`config.mk`:
```
export PLATFORM = sky130hd
export DESIGN_NAME = cuenta_supervisor
export DESIGN_NICKNAME = d
export VERILOG_FILES = /design/src/rtl/cuenta_supervisor.sv
export SDC_FILE = /design/constraint.sdc
export NUM_CORES = 1
export LEC_CHECK = 0
export CORE_UTILIZATION = 40
export DETAILED_ROUTE_END_ITERATION = 10
export GPL_TIMING_DRIVEN = 0
export PLACE_DENSITY = 0.68
export SLEW_MARGIN = 20
export SYNTH_ARGS = -nofsm -noshare
export SYNTH_HDL_FRONTEND = slang
export SYNTH_SLANG_ARGS = --single-unit
```
`constraint.sdc`:
```
create_clock -name clk -period 3.4 [get_ports clk]
set_input_delay 0.51 -clock clk [delete_from_list [all_inputs] [get_ports clk]]
set_output_delay 0.51 -clock clk [all_outputs]
set_load 0.01 [all_outputs]
```
`src/rtl/cuenta_supervisor.sv`:
```
// cuenta_supervisor
// Supervises an external 4-bit up/down counter. On start it forces the
// counter to zero, then drives it up to 15 and back down to 0 repeatedly.
// Every valid sample is checked against the value expected from the
// previous sample, and mismatches are counted. The run ends after
// MAX_SWEEPS direction reversals.
//
// Ports:
//   clk        single clock, rising edge
//   reset      asynchronous, active-low reset
//   start      one-cycle request to begin a run (honoured only in IDLE)
//   cnt_in     current counter value
//   cnt_valid  cnt_in carries a new sample this cycle
//   updown     direction to the counter (1 = up, 0 = down)
//   load       one-cycle pulse asking the counter to load load_val
//   load_val   value to load (always zero)
//   sweeps     reversals completed in the current or last run
//   err        sticky, at least one mismatch this run
//   err_cnt    mismatch count, saturating at 255
//   busy       high while a run is active (LOAD, UP, DOWN)
//   done       one-cycle pulse on run completion
module cuenta_supervisor #(
    parameter int unsigned MAX_SWEEPS = 5
) (
    input  logic       clk,
    input  logic       reset,
    input  logic       start,
    input  logic [3:0] cnt_in,
    input  logic       cnt_valid,
    output logic       updown,
    output logic       load,
    output logic [3:0] load_val,
    output logic [8:0] sweeps,
    output logic       err,
    output logic [7:0] err_cnt,
    output logic       busy,
    output logic       done
);

    localparam logic [8:0] SWEEP_LIMIT = MAX_SWEEPS[8:0];

    typedef enum logic [2:0] {
        IDLE,
        LOAD,
        UP,
        DOWN,
        FIN
    } state_t;

    state_t     state, state_nx;
    logic [3:0] prev, prev_nx;
    logic       updown_nx, load_nx, err_nx, busy_nx, done_nx;
    logic [8:0] sweeps_nx;
    logic [7:0] err_cnt_nx;

    logic [3:0] expected;
    logic       mismatch;
    logic       reverse;
    logic [8:0] sweeps_inc;
    logic       last_sweep;

    assign load_val = 4'd0;

    // Sample checking. A plain +1/-1 compare would accept a 15->0 wrap in
    // UP (or 0->15 in DOWN), so wraps are flagged explicitly. Reversal
    // points are decided independently of the mismatch so both can apply
    // on the same sample.
    always_comb begin
        expected   = (state == DOWN) ? (prev - 4'd1) : (prev + 4'd1);
        mismatch   = 1'b0;
        reverse    = 1'b0;
        if (state == UP) begin
            mismatch = (cnt_in != expected) || (prev == 4'd15 && cnt_in == 4'd0);
            reverse  = (cnt_in == 4'd15);
        end else if (state == DOWN) begin
            mismatch = (cnt_in != expected) || (prev == 4'd0 && cnt_in == 4'd15);
            reverse  = (cnt_in == 4'd0);
        end
        sweeps_inc = sweeps + 9'd1;
        last_sweep = (sweeps_inc == SWEEP_LIMIT);
    end

    // Next-state and next-output logic. Outputs are computed for the state
    // being entered so that, once registered, load is high exactly while in
    // LOAD and done exactly while in FIN.
    always_comb begin
        state_nx   = state;
        prev_nx    = prev;
        updown_nx  = updown;
        load_nx    = 1'b0;
        sweeps_nx  = sweeps;
        err_nx     = err;
        err_cnt_nx = err_cnt;
        busy_nx    = busy;
        done_nx    = 1'b0;

        case (state)
            IDLE: begin
                updown_nx = 1'b1;
                busy_nx   = 1'b0;
                if (start) begin
                    state_nx   = LOAD;
                    sweeps_nx  = 9'd0;
                    err_nx     = 1'b0;
                    err_cnt_nx = 8'd0;
                    prev_nx    = 4'd0;
                    load_nx    = 1'b1;
                    busy_nx    = 1'b1;
                end
            end

            LOAD: begin
                state_nx  = UP;
                updown_nx = 1'b1;
                busy_nx   = 1'b1;
            end

            UP, DOWN: begin
                if (cnt_valid) begin
                    prev_nx = cnt_in;
                    if (mismatch) begin
                        err_nx = 1'b1;
                        if (err_cnt != 8'hFF) begin
                            err_cnt_nx = err_cnt + 8'd1;
                        end
                    end
                    if (reverse) begin
                        sweeps_nx = sweeps_inc;
                        if (last_sweep) begin
                            state_nx  = FIN;
                            busy_nx   = 1'b0;
                            done_nx   = 1'b1;
                            updown_nx = 1'b1;
                        end else if (state == UP) begin
                            state_nx  = DOWN;
                            updown_nx = 1'b0;
                        end else begin
                            state_nx  = UP;
                            updown_nx = 1'b1;
                        end
                    end
                end
            end

            FIN: begin
                state_nx  = IDLE;
                busy_nx   = 1'b0;
                updown_nx = 1'b1;
            end

            default: begin
                state_nx  = IDLE;
                busy_nx   = 1'b0;
                updown_nx = 1'b1;
            end
        endcase
    end

    // State and output registers, cleared asynchronously while reset is low.
    always_ff @(posedge clk or negedge reset) begin
        if (!reset) begin
            state   <= IDLE;
            prev    <= 4'd0;
            updown  <= 1'b1;
            load    <= 1'b0;
            sweeps  <= 9'd0;
            err     <= 1'b0;
            err_cnt <= 8'd0;
            busy    <= 1'b0;
            done    <= 1'b0;
        end else begin
            state   <= state_nx;
            prev    <= prev_nx;
            updown  <= updown_nx;
            load    <= load_nx;
            sweeps  <= sweeps_nx;
            err     <= err_nx;
            err_cnt <= err_cnt_nx;
            busy    <= busy_nx;
            done    <= done_nx;
        end
    end

endmodule

```
# Yosys cells after proc, flatten, opt, wreduce, memory -nomap -nowiden
# Index checks and enable logic that the tools add are counted.
# totals
ff_bits	29
latch_bits	0
mem_bits_rw	0
rom_bits	0
inputBits	8
output_inout_bits	26
word_cells	85
memories	0
# classes
addsub	4
multipliers	0
n_div	0
n_lt_le_gt_ge	0
n_eq_ne	14
n_shift	0
mux	42
n_bitwise	0
reduce_logical	16
# op_table
cell	n
2-to-1 mux 8 bit	4
2-to-1 mux 9 bit	3
2-to-1 mux 1 bit	22
one-hot mux 9 bit (2 select lines)	1
one-hot mux 8 bit (2 select lines)	1
2-to-1 mux 3 bit	4
2-to-1 mux 4 bit	3
!= test 2 bit (second input constant)	6
adder 9 x 1 -> 9 bit (second input constant)	1
equality test 9 x 3 -> 1 bit (second input constant)	1
one-hot mux 3 bit (3 select lines)	1
AND reduction 3 bit	3
adder 8 x 1 -> 8 bit (second input constant)	1
equality test 4 bit (second input constant)	2
logical NOT 4 bit	2
!= test 8 bit (second input constant)	1
one-hot mux 4 bit (2 select lines)	1
AND reduction 4 bit	2
equality test 3 x 2 -> 1 bit (second input constant)	2
AND reduction 5 bit	1
adder 4 x 1 -> 4 bit (second input constant)	1
!= test 4 bit	1
subtractor 4 x 1 -> 4 bit (second input constant)	1
equality test 3 x 1 -> 1 bit (second input constant)	1
other kinds (8)	10

# Longest topological paths before layout
# Gate-level depths: netlist (run 1).
# depth
ltp_word	9
mapped_depth	10
depth_no_buf	9

# Worst setup path before layout (run 1)
# OpenSTA, ideal clock, no wires.
# synth_timing
path_type	register to register
start	register state[0]
end	register err_cnt[7]
setup_ns	0.077
arrival_ns	2.413
t_required_ns	3.323
setup_slack_ns	0.909
path_stages_with_launch	10
n_path_buf	1
period_less_slack_ns	2.491
cell_sequence	dfrtp_1 -> buf_2 -> nand3b_1 -> fa_1 -> xor2_1 -> nand2_1 -> a2111oi_2 -> a21oi_2 -> a31o_1 -> a21oi_1
# synth_between
elab_chain_len	8
word_cells_on_any_way	17
classes_between	eq/ne (7); mux (4); reduce/logical (6)
# synth_lines
element	line	rtl
start, declared	50	state_t state, state_nx;
start signal, assigned	172	state <= state_nx;
equality test 3 x 2 -> 1 bit	69, 75, 97	
2-to-1 mux 4 bit	69	expected = (state == DOWN) ? (prev - 4'd1) : (prev + 4'd1);
!= test 4 bit	73, 76	
logical OR 1 bit	76	mismatch = (cnt_in != expected) || (prev == 4'd0 && cnt_in == 4'd15);
2-to-1 mux 1 bit	75	end else if (state == DOWN) begin
2-to-1 mux 1 bit	72	if (state == UP) begin
!= test 2 bit (no line)	n/a	
AND reduction 5 bit (no line)	n/a	
end signal, assigned	178	err_cnt <= err_cnt_nx;
end, declared	35	output logic [7:0] err_cnt,
# Several ways; a longest one is shown, not always the timed one.
# A chain may end at the register's enable or synchronous reset.

# Final worst setup path (run 1)
# layout_timing
start	register state[0]
end	register err_cnt[5]
# The elaborated chain is that of the path after synthesis.

==> results of run 1 <==
## final timing paths
path	start	to	slack [ns]	cells past startpoint
worst min register to register	err	err	0.51	1
worst max-delay path	state[0]	err_cnt[5]	0.63	9
worst max register to register	state[0]	err_cnt[5]	0.63	9
worst min-delay path	reset	prev[1]	0.24	1
max in group asynchronous	reset	sweeps[3]	2.72	1
min in group clk	err	err	0.51	1
## state kept, by name, summed over array words and instances (netlist names)
name     count
err          1
sweeps       9
load         1
updown       1
err_cnt      8
prev         4
state        3
busy         1
done         1
## cell usage in the layout, fill, tap and decap left out, types with 4 or more instances in the layout
| cell type | instances |
|---|---|
| nand3_1 | 10 |
| conb_1 | 4 |
| dfrtp_1 | 28 |
| mux2i_1 | 6 |
| o21ai_0 | 10 |
| xnor2_1 | 6 |
| nand4_1 | 8 |
| inv_1 | 8 |
| clkbuf_8 | 7 |
| o21ai_1 | 8 |
| clkdlybuf4s50_1 | 28 |
| nand2_1 | 23 |
| xor2_1 | 4 |
| buf_4 | 4 |
| nor2_1 | 13 |
| ha_1 | 5 |
| and3_1 | 10 |
| a21oi_1 | 7 |
## per-stage QoR
stage / area, µm² / hold slack (ns) / util, % / std cells
CTS: 2190 / 0.276 / 53.6 / 279
finish: 2190 / 0.242 / 53.6 / 279
global route: 2190 / 0.305 / 53.6 / 279
floorplan: 1740 / 0.214 / - / 192
detailed placement: 2090 / 0.494 / 51.2 / 271
global placement: 2100 / 0.475 / 51.3 / 271
## cell type report
class                   count  area, µm²  share of cell area [%]
clock inverters             1       5.00                   0.228
inverters                   9       33.8                    1.54
multi-input cells         145        931                    42.5
repair buffers             29        285                    13.0
flip-flops and latches     29        727                    33.2
clock buffers               7       96.3                    4.39
plain buffers               9       51.3                    2.34
well taps                  50       62.6                    2.85
## layer usage
layer  global-route usage [%]  vias to the layer above  wire length, µm
li1                         -                      745                -
met1                     24.5                      703             1900
met2                     29.6                       29             1750
met3                     5.57                        7              146
met4                     6.25                        0               54
met5                        0                        -                0
## synthesized netlist by cell type, types with 2 or more instances
| master | n |
|---|---|
| nand2b_1 | 3 |
| a21oi_1 | 7 |
| and3_1 | 10 |
| nand3_1 | 10 |
| buf_4 | 4 |
| and4_1 | 2 |
| buf_2 | 2 |
| mux2i_1 | 6 |
| a21oi_2 | 2 |
| xor2_1 | 4 |
| a211oi_1 | 2 |
| nand2_1 | 23 |
| o31ai_1 | 2 |
| xnor2_1 | 6 |
| nor2b_1 | 2 |
| o21ai_1 | 8 |
| nand4_1 | 8 |
| o21ai_0 | 10 |
| ha_1 | 5 |
| inv_1 | 8 |
| nor2_1 | 13 |
| dfrtp_1 | 28 |
| clkbuf_1 | 3 |
## cell families (layout without fill, tap and decap cells)
logic type | Yosys count | in the layout
fa+ha+maj | 6 | 6
xor+xnor | 10 | 10
compound gates | 40 | 40
simple gates | 79 | 79
buf+inv | 18 | 55
other cells | 1 | 4
flops | 29 | 29
mux | 6 | 6
## power groups by stage
| stage | registers (mW) | logic [mW] | clock network (mW) |
|---|---|---|---|
| floorplan | 0.545 | 0.368 | 0 |
| global placement | 0.535 | 0.602 | 0 |
| detailed placement | 0.537 | 0.608 | 0 |
| CTS | 0.531 | 0.613 | 0.330 |
| global route | 0.546 | 0.686 | 0.350 |
| finish | 0.530 | 0.606 | 0.324 |
==> impl_metrics.json, run 1 <==
{
  "fin_tns_setup_ns": 0,
  "rsz0062_at_grt": "false",
  "syn_avg_cell_area_um2": 9.16,
  "slowest_delay_ns": 0.55,
  "yosys.area_share.simple_pct": 23.8,
  "antenna_found_initial": 0,
  "synth_ff_type": "dfrtp_1",
  "hold_viol": 0,
  "path_cells": "buf_2 -> nand3b_1 -> fa_1 -> xor2_1 -> nand2_1 -> a2111oi_2 -> a21oi_2 -> nand4_1 -> mux2i_1",
  "nNetsFinal": 242,
  "wirelength_um": 3850,
  "p_clk_share_pct": 22.2,
  "p_leak_nw": 1.00,
  "syn_area_um2": 1730,
  "min_period_ns": 2.77,
  "grt_max_degree": 30,
  "post-route-worst-setup-slack_ns": 0.628,
  "setup_violations": 0,
  "synthCells": 189,
  "cts-resized-gates": 0,
  "cp-start-kind": "register",
  "maxSlewHeadroom_pct": 56.1,
  "synthMuxAreaShare_pct": 3.47,
  "postRouteAntennaNets": 0,
  "p_int_mw": 0.909,
  "fin_crit_sh_pct": 81.5,
  "coreArea_um2": 4090,
  "peakVddDrop_v": 0.000390,
  "grt-ovfl-total": 0,
  "dp_slack_ns": 0.638,
  "cts_hold_buffers": 0,
  "status": "finished, final reports clean",
  "gp_congestion": 0.813,
  "synth_compound_area_share_pct": 15.8,
  "cp.required_ns": 3.61,
  "synth_cell_types": 44,
  "end_kind": "register",
  "drt_iter0_drc": 81,
  "cap_violations": 0,
  "path_clk_slew_ns": 0.07,
  "max_freq_ghz": 0.361,
  "synthAdderAreaFrac_pct": 4.77,
  "cts_buffer_depth": 2,
  "io_pins": 34,
  "diodes": 0,
  "swShare_pct": 37.7,
  "dieHeight_um": 67.8,
  "via_per_inst": 5.32,
  "p_per_area_nw_per_um2": 666,
  "dieArea_um2": 4600,
  "p_comb_share_pct": 41.5,
  "wl_per_cell_um": 13.8,
  "vias": 1484,
  "total_power_mw": 1.46,
  "ys_seq_elements": 29,
  "hp-class": "input pin to async pin",
  "synth_xor_area_share_pct": 5.06,
  "cts.sink_count": 29,
  "synth-async-reset-ratio_pct": 100,
  "finalMaxSlewViolations": 0,
  "grt_pass1_vias": 1332,
  "cts_tree": "done",
  "fillerInstances": 387,
  "ys_seq_area_share_pct": 42.0,
  "cp.arrival_ns": 2.98,
  "ys_warn_count": 0,
  "critical_path_class": "register to register",
  "port_buffers": 29,
  "ys_top_cells_by_area": "dfrtp_1 40%, nand2_1 5.0%, and3_1 3.6%",
  "clk_latency_ns": 0.29,
  "cp_slowest_cell": "a2111oi_2",
  "grt_first_pass_wirelength_um": 6280,
  "dp_hpwl_um": 2670,
  "switchingPower_mw": 0.551,
  "h-tree-depth": 2,
  "area_delta_synth_final_pct": 26.6,
  "die-width_um": 67.8,
  "yosys.area.top_type": "dfrtp_1",
  "p_seq_share_pct": 36.3,
  "drc_errors": 0,
  "cts_setup_buffers": 0,
  "fin_worst_skew_ns": 0.0113,
  "track_usage_pct": 18.8,
  "drt-pass1-iter-count": 4,
  "cts_root_buffer": "clkbuf_8",
  "start_util_pct": 42.4,
  "cp_num_buf_inv": 1,
  "critical_path_peak_fanout": 10,
  "drive_gt1_share_pct": 10.5,
  "placementRows": 23,
  "synth_edf_count": 0,
  "synth_top_area_share_pct": 40.5,
  "cts_made_buffers": 5,
  "crit_family": "compound AO/OA/AOI/OAI gates",
  "synth_top_family_by_area": "simple AND/OR/NAND/NOR gates",
  "tightest_slew_ns": 0.658
}
(Power assumes the default switching activity.)
==> inputs of run 2 (changes only) <==
PLACE_DENSITY = 0.71   (was 0.68)
clock period = 2.28 ns   (was 3.4 ns; I/O delays follow)
==> run 2 against run 1 <==
Compared with the run above: the run now ends with setup timing left; die area stayed put; power up 70%; cell area grew 6.8%; core utilization up 3.6 points; sequential cell count unchanged; worst hold slack lost 0.16 ns; sequential share of layout area fell by 2.0 points; count of clock-buffer cells in the layout is 1 lower; fmax grew 17%; clock power grew 77%; first-iteration DRC count grew 69%; worst setup slack got worse by 0.71 ns; critical path type unchanged; critical endpoint is now err_cnt[6]; largest power group unchanged.
==> impl_metrics.json, run 2 (synthesized netlist as in run 1, its figures left out) <==
{
  "drive_gt1_share_pct": 17.4,
  "clk_latency_ns": 0.29,
  "tightest_slew_ns": 0.659,
  "r2r_slack_ns": -0.09,
  "status": "finished with violations",
  "cts_buffer_depth": 2,
  "grt_first_pass_wirelength_um": 6620,
  "dieHeight_um": 67.8,
  "port_buffers": 29,
  "place_inst": 271,
  "grt_max_degree": 30,
  "layout_common_cells": "28 x clkdlybuf4s50_1, 26 x dfrtp_1, 23 x nand2_1, 13 x nor2_1, 10 x and3_1",
  "hp-class": "input pin to async pin",
  "cts_made_buffers": 5,
  "vias": 1547,
  "path_clk_slew_ns": 0.07,
  "maxSlewHeadroom_pct": 56.1,
  "h-tree-depth": 2,
  "io_pins": 34,
  "critical-path-top-cell-by-count": "a2111oi_4",
  "slowest_delay_ns": 0.41,
  "path_depth": 9,
  "track_usage_pct": 19.8,
  "start_util_pct": 42.4,
  "wirelength_um": 4020,
  "setup_violations": 3,
  "p_per_area_nw_per_um2": 1060,
  "die-width_um": 67.8,
  "cp_slowest_cell": "dfrtp_2",
  "cap_violations": 0,
  "fillerInstances": 369,
  "end_kind": "register",
  "min_period_ns": 2.37,
  "max_freq_ghz": 0.423,
  "grt_use_met1_pct": 28.1,
  "post-route-worst-setup-slack_ns": -0.0862,
  "antenna_found_initial": 0,
  "p_leak_nw": 1.05,
  "grt_pass1_vias": 1373,
  "drt_iter0_drc": 137,
  "cts_hold_buffers": 0,
  "grt-ovfl-total": 0,
  "final_common_cell": "clkdlybuf4s50_1",
  "grt_use_met3_pct": 5.74,
  "cp-start-kind": "register",
  "cp.required_ns": 2.46,
  "peakVddDrop_v": 0.000584,
  "finalMaxSlewViolations": 0,
  "via_per_inst": 5.43,
  "hold_viol": 0,
  "cp_num_buf_inv": 1,
  "cts_root_buffer": "clkbuf_8",
  "wl_per_cell_um": 14.1,
  "dp_hpwl_um": 2690,
  "placementRows": 23,
  "fin_crit_sh_pct": 104,
  "area_delta_synth_final_pct": 35.2,
  "gp_congestion": 0.858,
  "postRouteAntennaNets": 0,
  "largest_reg_flops": 9,
  "crit_family": "XOR/XNOR gates",
  "drt-pass1-iter-count": 4,
  "rsz0062_at_grt": "true",
  "path_cells": "nand3b_1 -> fa_2 -> xor2_2 -> xnor2_2 -> a2111oi_4 -> buf_4 -> a2111oi_4 -> xnor2_1 -> nor2_1",
  "r2r.worst_path.cells": 9,
  "final_cells": 285,
  "cts_tree": "done",
  "critical_path_class": "register to register",
  "largest-register": "sweeps",
  "hold_slack_ns": 0.0784,
  "cts.sink_count": 29,
  "violations": "setup timing",
  "drc_errors": 0,
  "critical_path_peak_fanout": 3,
  "nNetsFinal": 248,
  "cp.arrival_ns": 2.55,
  "met2_usage_pct": 28.0,
  "reg.largest.list": "sweeps (9), err_cnt (8), prev (4)",
  "diodes": 0,
  "coreArea_um2": 4090,
  "grt_busiest_layer": "met1",
  "fin_worst_skew_ns": 0.00559,
  "dieArea_um2": 4600
}
[run 2: per-layer routing]
metal,up-vias,part of all wire [%]
met2,44,44
met4,0,1.9
met3,9,5.7
met5,-,0
met1,732,48
li1,762,-
[run 2: power breakdown]
| part | internal, mW | switching, mW | leakage, nW |
|---|---|---|---|
| Combinational | 0.568 | 0.545 | 0.633 |
| Sequential | 0.639 | 0.154 | 0.360 |
| Clock | 0.355 | 0.218 | 0.0574 |
| Total | 1.56 | 0.917 | 1.05 |
[run 2: layout make-up]
type                       instances  area [µm²]  share of cell area, %
tap                               50        62.6                   2.67
clock inverter                     2        37.5                   1.60
inverter                           9        36.3                   1.55
clock buffer                       6        82.6                   3.53
sequential                        29         729                   31.2
buffer                             9        61.3                   2.62
timing repair buffer              35         338                   14.4
multi-input combinational        145         993                   42.4
[run 2: timing repair]
action                     4_1_cts  5_1_grt
resized for setup                5       14
buffers inserted                 5        1
pin swaps                        7        6
setup endpoints to repair        9       16
[run 2: final timing paths]
check | start | endpoint
min in group clk | err | err
max reg2reg | state[2] | err_cnt[6]
max in group asynchronous | reset | state[1]
min reg2reg | err | err
max | state[2] | err_cnt[6]
min | reset | sweeps[0]
[run 2: metrics by stage]
| stage | total power, mW | setup slack [ns] | utilization (%) | TNS [ns] | cell area (µm²) |
|---|---|---|---|---|---|
| global route | 2.64 | -0.223 | 57.3 | -1.41 | 2340 |
| detailed placement | 1.75 | -0.288 | 51.9 | -3.84 | 2120 |
| CTS | 2.41 | -0.147 | 56.1 | -0.468 | 2290 |
| floorplan | 1.40 | 0.00276 | - | 0 | 1770 |
| finish | 2.48 | -0.0862 | 57.3 | -0.0979 | 2340 |
| global placement | 1.73 | -0.300 | 52.0 | -3.80 | 2130 |
